`src/rtl/charlieplex_pwm.sv`:
```
// Charlieplexed LED matrix driver: one LED lit at a time, per-pixel PWM brightness,
// double-buffered frame memory and a small byte-wide Wishbone register interface.
module charlieplex_pwm #(
  parameter int pClkHz   = 0,
  parameter int pDelayHz = 100000,
  parameter int pPins    = 7,
  parameter int pBright  = 4,
  localparam int NPix  = pPins * (pPins - 1),
  localparam int pAdrW = $clog2(NPix) + 1
) (
  input  logic             clk,
  input  logic             rst,
  input  logic             wb_c_stb,
  input  logic             wb_c_we,
  input  logic [pAdrW-1:0] wb_c_adr,
  input  logic [7:0]       wb_c_dat,
  output logic             wb_p_ack,
  output logic [7:0]       wb_p_dat,
  output logic [pPins-1:0] charlieplex_o,
  output logic [pPins-1:0] charlieplex_oe
);
  // A degenerate clock/tick ratio (including the pClkHz=0 default) falls back to a divide of 2.
  localparam int DivReq = (pDelayHz > 0) ? (pClkHz / pDelayHz) : 0;
  localparam int Div    = (DivReq < 2) ? 2 : DivReq;
  localparam int DW     = $clog2(Div);
  localparam int CW     = $clog2(pPins);
  localparam int PW     = pAdrW - 1;
  localparam logic [pPins-1:0] PinOne = {{(pPins-1){1'b0}}, 1'b1};

  logic [DW-1:0]      div_cnt;
  logic [CW-1:0]      scan_c;
  logic [CW-1:0]      scan_r;
  logic [pBright-1:0] scan_t;
  logic               front;
  logic               enable;
  logic               swap_pending;
  logic [5:0]         frame_cnt;
  logic [pBright-1:0] bank [2][NPix];

  logic               tick_stb;
  logic               last_t;
  logic               last_r;
  logic               last_c;
  logic               frame_end;
  logic [PW-1:0]      scan_p;
  logic [CW-1:0]      row_pin;
  logic [pBright-1:0] level;
  logic               lit;
  logic [pPins-1:0]   row_mask;
  logic [pPins-1:0]   col_mask;
  logic               access;
  logic               wr;
  logic               is_reg;
  logic [PW-1:0]      pix_idx;
  logic               pix_ok;
  logic               swap_req;
  logic [7:0]         rd_data;
  logic               unused_dat;

  assign unused_dat = ^wb_c_dat;

  // Scan decode: current pixel, its row pin and whether it is lit in this tick.
  always_comb begin
    tick_stb  = (div_cnt == '0);
    last_t    = (scan_t == '1);
    last_r    = (scan_r == CW'(pPins - 2));
    last_c    = (scan_c == CW'(pPins - 1));
    frame_end = tick_stb & last_t & last_r & last_c;
    scan_p    = PW'(int'(scan_c) * (pPins - 1) + int'(scan_r));
    row_pin   = (scan_r < scan_c) ? scan_r : scan_r + CW'(1);
    level     = bank[front][scan_p];
    lit       = enable & (scan_t != '0) & (scan_t <= level);
    row_mask  = PinOne << row_pin;
    col_mask  = PinOne << scan_c;
  end

  // Bus decode and read mux; pixel accesses only ever see the back bank.
  always_comb begin
    access   = wb_c_stb & ~wb_p_ack;
    wr       = access & wb_c_we;
    is_reg   = wb_c_adr[pAdrW-1];
    pix_idx  = wb_c_adr[PW-1:0];
    pix_ok   = (int'(pix_idx) < NPix);
    swap_req = wr & is_reg & ~wb_c_adr[0] & wb_c_dat[1];
    rd_data  = 8'h00;
    if (!is_reg) begin
      if (pix_ok) begin
        rd_data[pBright-1:0] = bank[~front][pix_idx];
      end else begin
        rd_data = 8'h00;
      end
    end else if (!wb_c_adr[0]) begin
      rd_data = {7'h00, enable};
    end else begin
      rd_data = {frame_cnt, enable, swap_pending};
    end
  end

  // Back-bank pixel writes; frame memory has no reset.
  always_ff @(posedge clk) begin
    if (wr && !is_reg && pix_ok) begin
      bank[~front][pix_idx] <= wb_c_dat[pBright-1:0];
    end
  end

  // Tick divider and tick -> row -> column scan.
  always_ff @(posedge clk or negedge rst) begin
    if (!rst) begin
      div_cnt <= '0;
      scan_t  <= '0;
      scan_r  <= '0;
      scan_c  <= '0;
    end else begin
      div_cnt <= (div_cnt == DW'(Div - 1)) ? '0 : div_cnt + DW'(1);
      if (tick_stb) begin
        scan_t <= scan_t + pBright'(1);
        if (last_t) begin
          if (last_r) begin
            scan_r <= '0;
            scan_c <= last_c ? '0 : scan_c + CW'(1);
          end else begin
            scan_r <= scan_r + CW'(1);
          end
        end
      end
    end
  end

  // Control state; a new swap request beats the clear at frame end.
  always_ff @(posedge clk or negedge rst) begin
    if (!rst) begin
      front        <= 1'b0;
      enable       <= 1'b0;
      swap_pending <= 1'b0;
      frame_cnt    <= 6'd0;
    end else begin
      if (frame_end) begin
        frame_cnt <= frame_cnt + 6'd1;
        if (swap_pending) begin
          front <= ~front;
        end
      end
      if (swap_req) begin
        swap_pending <= 1'b1;
      end else if (frame_end) begin
        swap_pending <= 1'b0;
      end
      if (wr && is_reg && !wb_c_adr[0]) begin
        enable <= wb_c_dat[0];
      end
    end
  end

  // Registered pin drive and bus response.
  always_ff @(posedge clk or negedge rst) begin
    if (!rst) begin
      charlieplex_o  <= '0;
      charlieplex_oe <= '0;
      wb_p_ack       <= 1'b0;
      wb_p_dat       <= 8'h00;
    end else begin
      charlieplex_o  <= lit ? row_mask : '0;
      charlieplex_oe <= lit ? (row_mask | col_mask) : '0;
      wb_p_ack       <= access;
      wb_p_dat       <= access ? rd_data : 8'h00;
    end
  end

endmodule

```
`config.mk`:
```
export PLATFORM = sky130hd
export DESIGN_NAME = charlieplex_pwm
export DESIGN_NICKNAME = d
export VERILOG_FILES = /design/src/rtl/charlieplex_pwm.sv
export SDC_FILE = /design/constraint.sdc
export NUM_CORES = 1
export LEC_CHECK = 0
export BUFFER_PORTS_ARGS = -buffer_cell sky130_fd_sc_hd__buf_2
export CORE_ASPECT_RATIO = 1.4
export CORE_MARGIN = 2
export CORE_UTILIZATION = 45
export DETAILED_ROUTE_END_ITERATION = 16
export PLACE_DENSITY_LB_ADDON = 0.1
export SETUP_SLACK_MARGIN = 0.05
export SYNTH_ARGS = -nofsm -noshare
export SYNTH_HDL_FRONTEND = slang
export SYNTH_SLANG_ARGS = --single-unit
```
`constraint.sdc`:
```
create_clock -name clk -period 5.78 [get_ports clk]
set_input_delay 1.156 -clock clk [delete_from_list [all_inputs] [get_ports clk]]
set_output_delay 1.156 -clock clk [all_outputs]
set_load 0.005 [all_outputs]
```
Word level (Yosys, flattened, before mapping)
Memories as Yosys holds them, arrays and structs flattened.
Index checks and enable logic that the tools add are counted.
Storage, ports and cells
  logic and storage cells: 82
  memory bits (writable): 336
  flip-flop bits (word level): 43
  output and inout bits: 23
  input bits: 19
  memories: 1
Operators by class
  reduce and logical (&&, ||, !) cells: 12
  $lt $le $gt $ge: 6
  shift operators: 2
  multiply operators: 1
  add/sub/neg operators: 6
  bitwise logic cells: 17
  multiplexer cells: 22
  equality and inequality tests: 3
Memories
  bank: depth 2, bits a word 168, rd ports 2, clocked after memory_dff 0, write ports 1, line 38  | logic [pBright-1:0] bank [2][NPix];
Operators with widths (count)
  $mux 168: 1
  $bmux 4 s6: 2
  $demux 4 s6: 1
  $mux 4: 6
  $mux 8: 3
  $ge 7x7->1 const B: 2
  $mux 7: 2
  $not 6->7: 2
  $shl 1x3->7 const A: 2
  $and 1x1->1: 10
  $mux 3: 3
  $lt 7x1->1 const B: 1
  $or 7x7->7: 1
  $add 3x1->3 const B: 2
  $add 6x1->6 const B: 1
  $add 6x3->6: 1
  $eq 3x3->1 const B: 2
  $lt 6x6->1 const B: 1
  $logic_and 1x1->1: 5
  $mul 3x2->5 const B: 1
  $add 4x1->4 const B: 1
  $eq 4x4->1 const B: 1
  $le 4x4->1: 1
  $mux 1: 4
  8 further kinds: 13

Longest topological paths before layout
Gate-level depths: netlist of run 1.
  depth in word-level cells: 9
  gate-level depth with buffers: 18
  mapped depth without buffers: 16

Least setup slack after synthesis of run 1
OpenSTA, ideal clock, no wires.
  path kind: reg-to-reg
  start: reg scan_c[1]
  end: reg charlieplex_o[4]
  library setup time: 0.086 ns
  clock period less this slack: 4.108 ns
  arrival: 4.022 ns
  buffers on the path: 2
  setup slack: 1.672 ns
  cell stages (with the launch flop): 18
  data required time: 5.694 ns
  cell sequence: dfrtp_1 -> inv_1 -> ha_1 -> fa_1 -> xor2_1 -> buf_2 -> mux4_2 -> mux2i_1 -> nor2_1 -> nor2_1 -> ha_1 -> nor2b_1 -> o21a_1 -> o21a_1 -> o21ai_0 -> nand3_1 -> clkbuf_1 -> nor3_1
Between the ends
  cells in the longest elaborated chain, start to end: 9
  elaborated cells between the ends (all ways): 12
  classes of those cells: add/sub: 1; mul: 1; order compare: 2; shift: 1; mux: 5; bitwise: 2
RTL lines
  start, declared: line 31  | logic [CW-1:0] scan_c;
  start signal, assigned: line 120  | scan_c <= last_c ? '0 : scan_c + CW'(1);
  $mul 3x2->5: line 69  | scan_p = PW'(int'(scan_c) * (pPins - 1) + int'(scan_r));
  $add 6x3->6: line 69
  $not 6->7 (implied by the code): line 71  | level = bank[front][scan_p];
  $bmux 4 s6: line 71
  $mux 4 (implied by the code) (2 in series): line 71
  $le 4x4->1: line 72  | lit = enable & (scan_t != '0) & (scan_t <= level);
  $and 1x1->1: line 72
  $mux 7 *: line 162  | charlieplex_o <= lit ? row_mask : '0;
  end signal, assigned: line 162
  end, declared: line 19  | output logic [pPins-1:0] charlieplex_o,
Every way passes the cells marked *; elsewhere a longest branch is shown, timed or not. The select of a mux whose other input is x is not followed.
A chain may end at the register's enable or synchronous reset.

Final worst setup path of run 1
  start: reg scan_c[1]
  end: reg charlieplex_o[1]
Same word-level chain as after synthesis.

==> results of run 1 <==
state kept, by name (all words and copies together) (netlist names), 3 cells and up:
register	flops
bank	336
scan_t	4
frame_cnt	6
scan_c	3
charlieplex_o	7
scan_r	3
wb_p_dat	8
charlieplex_oe	7
critical path, stage by stage (launching register included):
cell and delay, ns:
dfrtp_1 0.43, inv_1 0.20, ha_1 0.29, fa_1 0.47, xor2_2 0.62, buf_4 0.39
mux2i_1 0.11, o32ai_1 0.53, a21oi_1 0.09, o22ai_1 0.17, nor2_1 0.06, ha_1 0.30
o21a_1 0.12, o21a_1 0.16, o21ai_0 0.17, nand3_1 0.44, nor3_1 0.33
metal layers:
layer	GRT usage	up-vias	part of all wire
met2	0.4022	318	0.53
met1	0.2816	5531	0.38
met3	0.03823	92	0.054
li1	-	4530	-
met4	0.08799	0	0.039
met5	0	-	0
per-stage QoR:
step,utilization,std cells
6_report,0.5071,1696
5_1_grt,0.5071,1696
4_1_cts,0.5071,1696
3_5_place_dp,0.4753,1624
3_3_place_gp,0.4753,1624
2_1_floorplan,-,1087
cell type report:
| cell class | instances | area (um^2) |
|---|---|---|
| fill | 3359 | 19910 |
| sequential | 379 | 11170 |
| multi-input combinational | 626 | 6828 |
| clock buffer | 48 | 1041 |
| tap | 534 | 668.1 |
| timing repair buffer | 68 | 461.7 |
| clock inverter | 24 | 244.0 |
| inverter | 17 | 63.81 |
report_power, final:
part | switching, mW | internal, mW
Combinational | 0.134 | 0.0671
Clock | 1.07 | 1.47
Sequential | 0.00309 | 2.99
Total | 1.20 | 4.53
synthesized netlist by cell type, drive strengths merged (5+ instances only):
cell / instances
a2111oi: 8
a21o: 5
a21oi: 24
a22oi: 17
a31oi: 9
and2: 6
buf: 49
clkbuf: 16
dfrtp: 43
edfxtp: 336
ha: 20
inv: 16
mux2: 10
mux2i: 34
mux4: 178
nand2: 65
nand2b: 7
nand3: 10
nand3b: 5
nand4: 6
nor2: 107
nor2b: 7
nor3: 23
nor3b: 8
o21ai: 13
o22ai: 6
xnor2: 11
how the worst min path moves through the flow:
| stage | startpoint | end | cells after the start |
|---|---|---|---|
| after floorplan | frame_cnt[5] | frame_cnt[5] | 1 |
| after global placement | frame_cnt[5] | frame_cnt[5] | 1 |
| after detailed placement | frame_cnt[5] | frame_cnt[5] | 1 |
| after CTS | frame_cnt[5] | frame_cnt[5] | 1 |
| after global routing | frame_cnt[5] | frame_cnt[5] | 1 |
| final | frame_cnt[5] | frame_cnt[5] | 1 |
kinds of logic (layout without fill, tap and decap cells):
kind of cell               after synthesis  after routing
AOI/OAI and AO/OA                      112            112
xor gates and xnor gates                15             15
adders and majority gates               22             22
DFF                                    379            379
and+or+nand+nor                        255            255
buffers and inverters                   82            157
muxes                                  222            222
==> flow_summary.yaml, run 1 <==
global_route:
  grt_max_degree: 86
  grt_pass1_wl_um: 71060
  grt.overflow.total: 0
  grt_usage: 0.2286
  grt_pass1_vias: 10880
  antenna_found_initial: 0
cells_and_area:
  final_cell_mix: "336 x edfxtp_1, 176 x mux4_2, 107 x nor2_1"
  finalInstanceArea_um2: 20480
  drive_gt1_frac: 0.2780
  final_common_cell: "edfxtp_1"
  antenna_cells: 0
  num-nets-final: 1172
  area_growth_pct: 10.84
place:
  dp_hpwl_um: 32890
  place_area_um2: 19190
  io_buffers: 37
  dp_slack_ns: 0.8200
  place_congestion: 0.8206
setup_path:
  required_ns: 6.22
  reg2reg_depth: 16
  critPathLaunchType: "flop"
  rrSetupSlack_ns: 0.78
  endpoint: "charlieplex_o[1]"
  rr_startpoint: "scan_c[1]"
  end_kind: "flop"
  r2r_end: "charlieplex_o[1]"
  cp.arrival_ns: 5.44
  crit_start: "scan_c[1]"
  criticalPathCategory: "reg2reg"
  cp_max_fo: 15
timing:
  worstMarginPinSlew_ns: 0.9531
  finalCriticalPeriod_ns: 5.004
  fin_ws_ns: 0.7759
  period_share: 0.8658
  finalHoldViolCount: 0
  setup_viol: 0
  fin_hold_ws_ns: 0.4658
  slew_headroom: 0.3646
  fmax_ghz: 0.1998
  rsz0062_at_grt: "false"
  finClkSkew_ns: 0.01212
  slew_violations: 0
  final.setup.tns_ns: 0
synth:
  synthTopCellsByArea: "edfxtp_1 55%, mux4_2 21%, dfrtp_1 5.8%, nor2_1 2.2%, mux2i_1 1.8%"
  synth_top_family_by_area: "multiplexers"
  ys_seq_area_frac: 0.6043
  synth_top_area_frac: 0.5461
  syn_area_um2: 18480
  ys.flop_type: "edfxtp_1"
  synth_compound_gate_area_share: 0.04212
  syn_avg_cell_area_um2: 17.00
  synthArstFlopShare: 0.1135
  synth-xor-area-share: 0.007110
  synthDistinctLibCells: 61
  synth_nets: 1128
  ys_ff_latch: 379
  yosys-mux-area-fraction: 0.2419
  ys.warnings.count: 0
  syn_inst: 1087
  synth-edff-count: 336
  yosys.area_share.simple: 0.06217
  yosys.area_share.adder: 0.01571
  synth_top_area_cell: "edfxtp_1"
floorplan:
  fp.coreArea_um2: 40390
  dieArea_um2: 42720
  io_pins: 42
  dieHeight_um: 243.8
  start_util: 0.4575
  die_x_um: 175.3
  rows: 87
power_and_ir_drop:
  total_power_mw: 5.730
  vdd_drop_max_v: 0.0001724
  p_leak_nw: 6.601
  p_per_area_nw_per_um2: 279.8
routing:
  wl_um: 47550
  dr.pass1.iters: 5
  wire_per_inst_um: 28.04
  drt_iter0_markers: 810
  drc: 0
  routed-via-count: 10470
  ant_nets: 0
  routed_via_density: 6.174
cts:
  hold_buffers: 0
  cts_buffers: 39
  clockBufferDepth: 3
  clkSinkCount: 379
  htree_num_levels: 2
  clock_latency_ns: 0.55
  cts_tree: "done"
  cts_root_buf: "clkbuf_16"
  postCtsResizedCells: 0
  post_cts_buffers: 0
  clkTransAtPathRegs_ns: 0.06
job:
  cap_violations: 0
run_status:
  status: "complete, no violations"
hold_path:
  hp-class: "reg2reg"
No activity file was read; power rests on OpenSTA's default activity.
==> inputs of run 2 (changes only) <==
clock period = 4.7 ns   (was 5.78 ns; I/O delays follow)
==> run 2 against run 1 <==
- maximum frequency increased by 15%
- worst setup slack worse by 0.43 ns
- die area unchanged
- sequential share of layout area decreased by 0.23 points
- first-iteration DRC count is 16% higher
- worst hold slack better by 0.010 ns
- via count rose by 0.11%
- design area increased by 0.43%
- global-route usage grew 0.21 points
- combinational power is 25% higher
- critical path depth increased by 1
==> flow_summary.yaml, run 2 (synthesis gave the netlist of run 1 again) <==
setup_path:
  cp_max_fo: 14
  endpoint: "charlieplex_o[0]"
  crit_path_top_delay_cell: "mux4_2"
  r2r_end: "charlieplex_o[0]"
  critPathLaunchType: "flop"
  rr_startpoint: "scan_c[1]"
  end_kind: "flop"
  slowest_delay_ns: 0.56
  cp.arrival_ns: 4.79
  crit_start: "scan_c[1]"
  path_cells: "inv_1 > ha_1 > fa_2 > xnor2_1 > buf_4 > mux4_2 > o21ai_1 > o32ai_1 > nor2_1 > ha_1 > nor2b_1 > o21a_1 > o21a_1 > o21ai_0 > nand3_1 > buf_4 > nor3_1"
  required_ns: 5.14
  rrSetupSlack_ns: 0.35
  criticalPathCategory: "reg2reg"
  reg2reg_depth: 17
global_route:
  grt_pass1_vias: 10980
  grt.overflow.total: 0
  grt_usage: 0.2308
  antenna_found_initial: 1
  grt_max_degree: 79
  grt_pass1_wl_um: 72220
cts:
  clockBufferDepth: 3
  clock_latency_ns: 0.55
  htree_num_levels: 2
  post_cts_buffers: 0
  cts_tree: "done"
  cts_root_buf: "clkbuf_16"
  cts_buffers: 37
  clkTransAtPathRegs_ns: 0.06
  clkSinkCount: 379
  hold_buffers: 0
routing:
  routed-via-count: 10480
  wire_per_inst_um: 28.11
  drc: 0
  drt_iter0_markers: 940
  ant_nets: 0
  wl_um: 47850
  dr.pass1.iters: 5
  routed_via_density: 6.159
floorplan:
  dieHeight_um: 243.8
  die_x_um: 175.3
  io_pins: 42
  fp.coreArea_um2: 40390
  rows: 87
  start_util: 0.4575
  dieArea_um2: 42720
cells_and_area:
  num-nets-final: 1183
  largestRegisters: "bank x336, wb_p_dat x8"
  drive_gt1_frac: 0.2862
  final_cell_mix: "336 x edfxtp_1, 176 x mux4_2, 107 x nor2_1"
  largest_register_ffs: 336
  final_common_cell: "edfxtp_1"
  area_growth_pct: 11.32
  max_flop_register: "bank"
timing:
  finalHoldViolCount: 0
  finalCriticalPeriod_ns: 4.352
  fmax_ghz: 0.2298
  rsz0062_at_grt: "false"
  fin_ws_ns: 0.3478
  final.setup.tns_ns: 0
  setup_viol: 0
  period_share: 0.9260
  slew_headroom: 0.2282
  slew_violations: 0
  worstMarginPinSlew_ns: 1.158
  finClkSkew_ns: 0.02176
power_and_ir_drop:
  p_per_area_nw_per_um2: 337.7
  p_leak_nw: 6.650
  vdd_drop_max_v: 0.0002159
job:
  cap_violations: 0
run_status:
  status: "complete, no violations"
place:
  dp_hpwl_um: 33710
  dp_slack_ns: 0.2684
  io_buffers: 37
  place_congestion: 0.8358
hold_path:
  hp-class: "reg2reg"
run 2: cell count changes in the layout (fill, tap and decap cells not counted), moves of 2 or more:
| cell | delta |
|---|---|
| buf_4 | +11 |
| clkbuf_1 | -3 |
| clkinv_4 | -3 |
| buf_12 | +2 |
| clkinv_2 | -2 |
| fa_1 | -2 |
| fa_2 | +2 |
run 2: worst min path at each step:
stage                 startpoint           end  slack, ns  cells past startpoint
finish              frame_cnt[5]  frame_cnt[5]       0.48                      1
detailed placement  frame_cnt[5]  frame_cnt[5]       0.46                      1
CTS                 frame_cnt[5]  frame_cnt[5]       0.48                      1
floorplan           frame_cnt[5]  frame_cnt[5]       0.43                      1
global route        frame_cnt[5]  frame_cnt[5]       0.50                      1
global placement    frame_cnt[5]  frame_cnt[5]       0.46                      1
run 2: stage by stage:
step	util	hold slack, ns	area (um^2)	instances	power, mW
after floorplan	-	0.4336	18480	1087	3.889
after global placement	0.4783	0.4649	19320	1637	4.001
after detailed placement	0.4783	0.4618	19320	1637	4.003
after CTS	0.5086	0.4778	20540	1701	7.008
after global routing	0.5092	0.4976	20560	1701	7.140
final	0.5093	0.4760	20570	1702	6.946
run 2: worst max-delay path, delay by kind of cell, from the launching register on:
| family | cells | cell delay (ns) |
|---|---|---|
| compound gates | 5 | 0.85 |
| fa+ha+maj | 3 | 0.98 |
| buf+inv | 3 | 0.64 |
| simple gates | 4 | 0.58 |
| xor+xnor | 1 | 0.19 |
| flops | 1 | 0.44 |
| mux | 1 | 0.56 |
run 2: where the power goes:
group	total, mW	switching (mW)	internal [mW]
logic	0.251	0.164	0.0865
clock network	3.02	1.26	1.76
registers	3.68	0.00386	3.67
total	6.95	1.43	5.52
run 2: what timing repair did:
| action | 4_1_cts | 5_1_grt |
|---|---|---|
| hold endpoints to repair | 0 | 0 |
| endpoints found under the setup margin | 0 | 7 |
| gates resized for setup | 0 | 4 |
run 2: layer usage:
metal | up-vias | track usage | share of wire
met3 | 76 | 0.02778 | 0.049
met5 | - | 0 | 0
li1 | 4562 | - | -
met4 | 0 | 0.07623 | 0.032
met1 | 5533 | 0.3040 | 0.40
met2 | 312 | 0.3984 | 0.52
run 2: area by class of cell:
class	count	area, um^2
inverters	17	63.81
repair buffers	81	584.3
clock inverters	18	168.9
flip-flops and latches	379	11170
clock buffers	46	1055
multi-input cells	626	6852
well taps	534	668.1
fillers	3308	19820
diodes	1	2.502
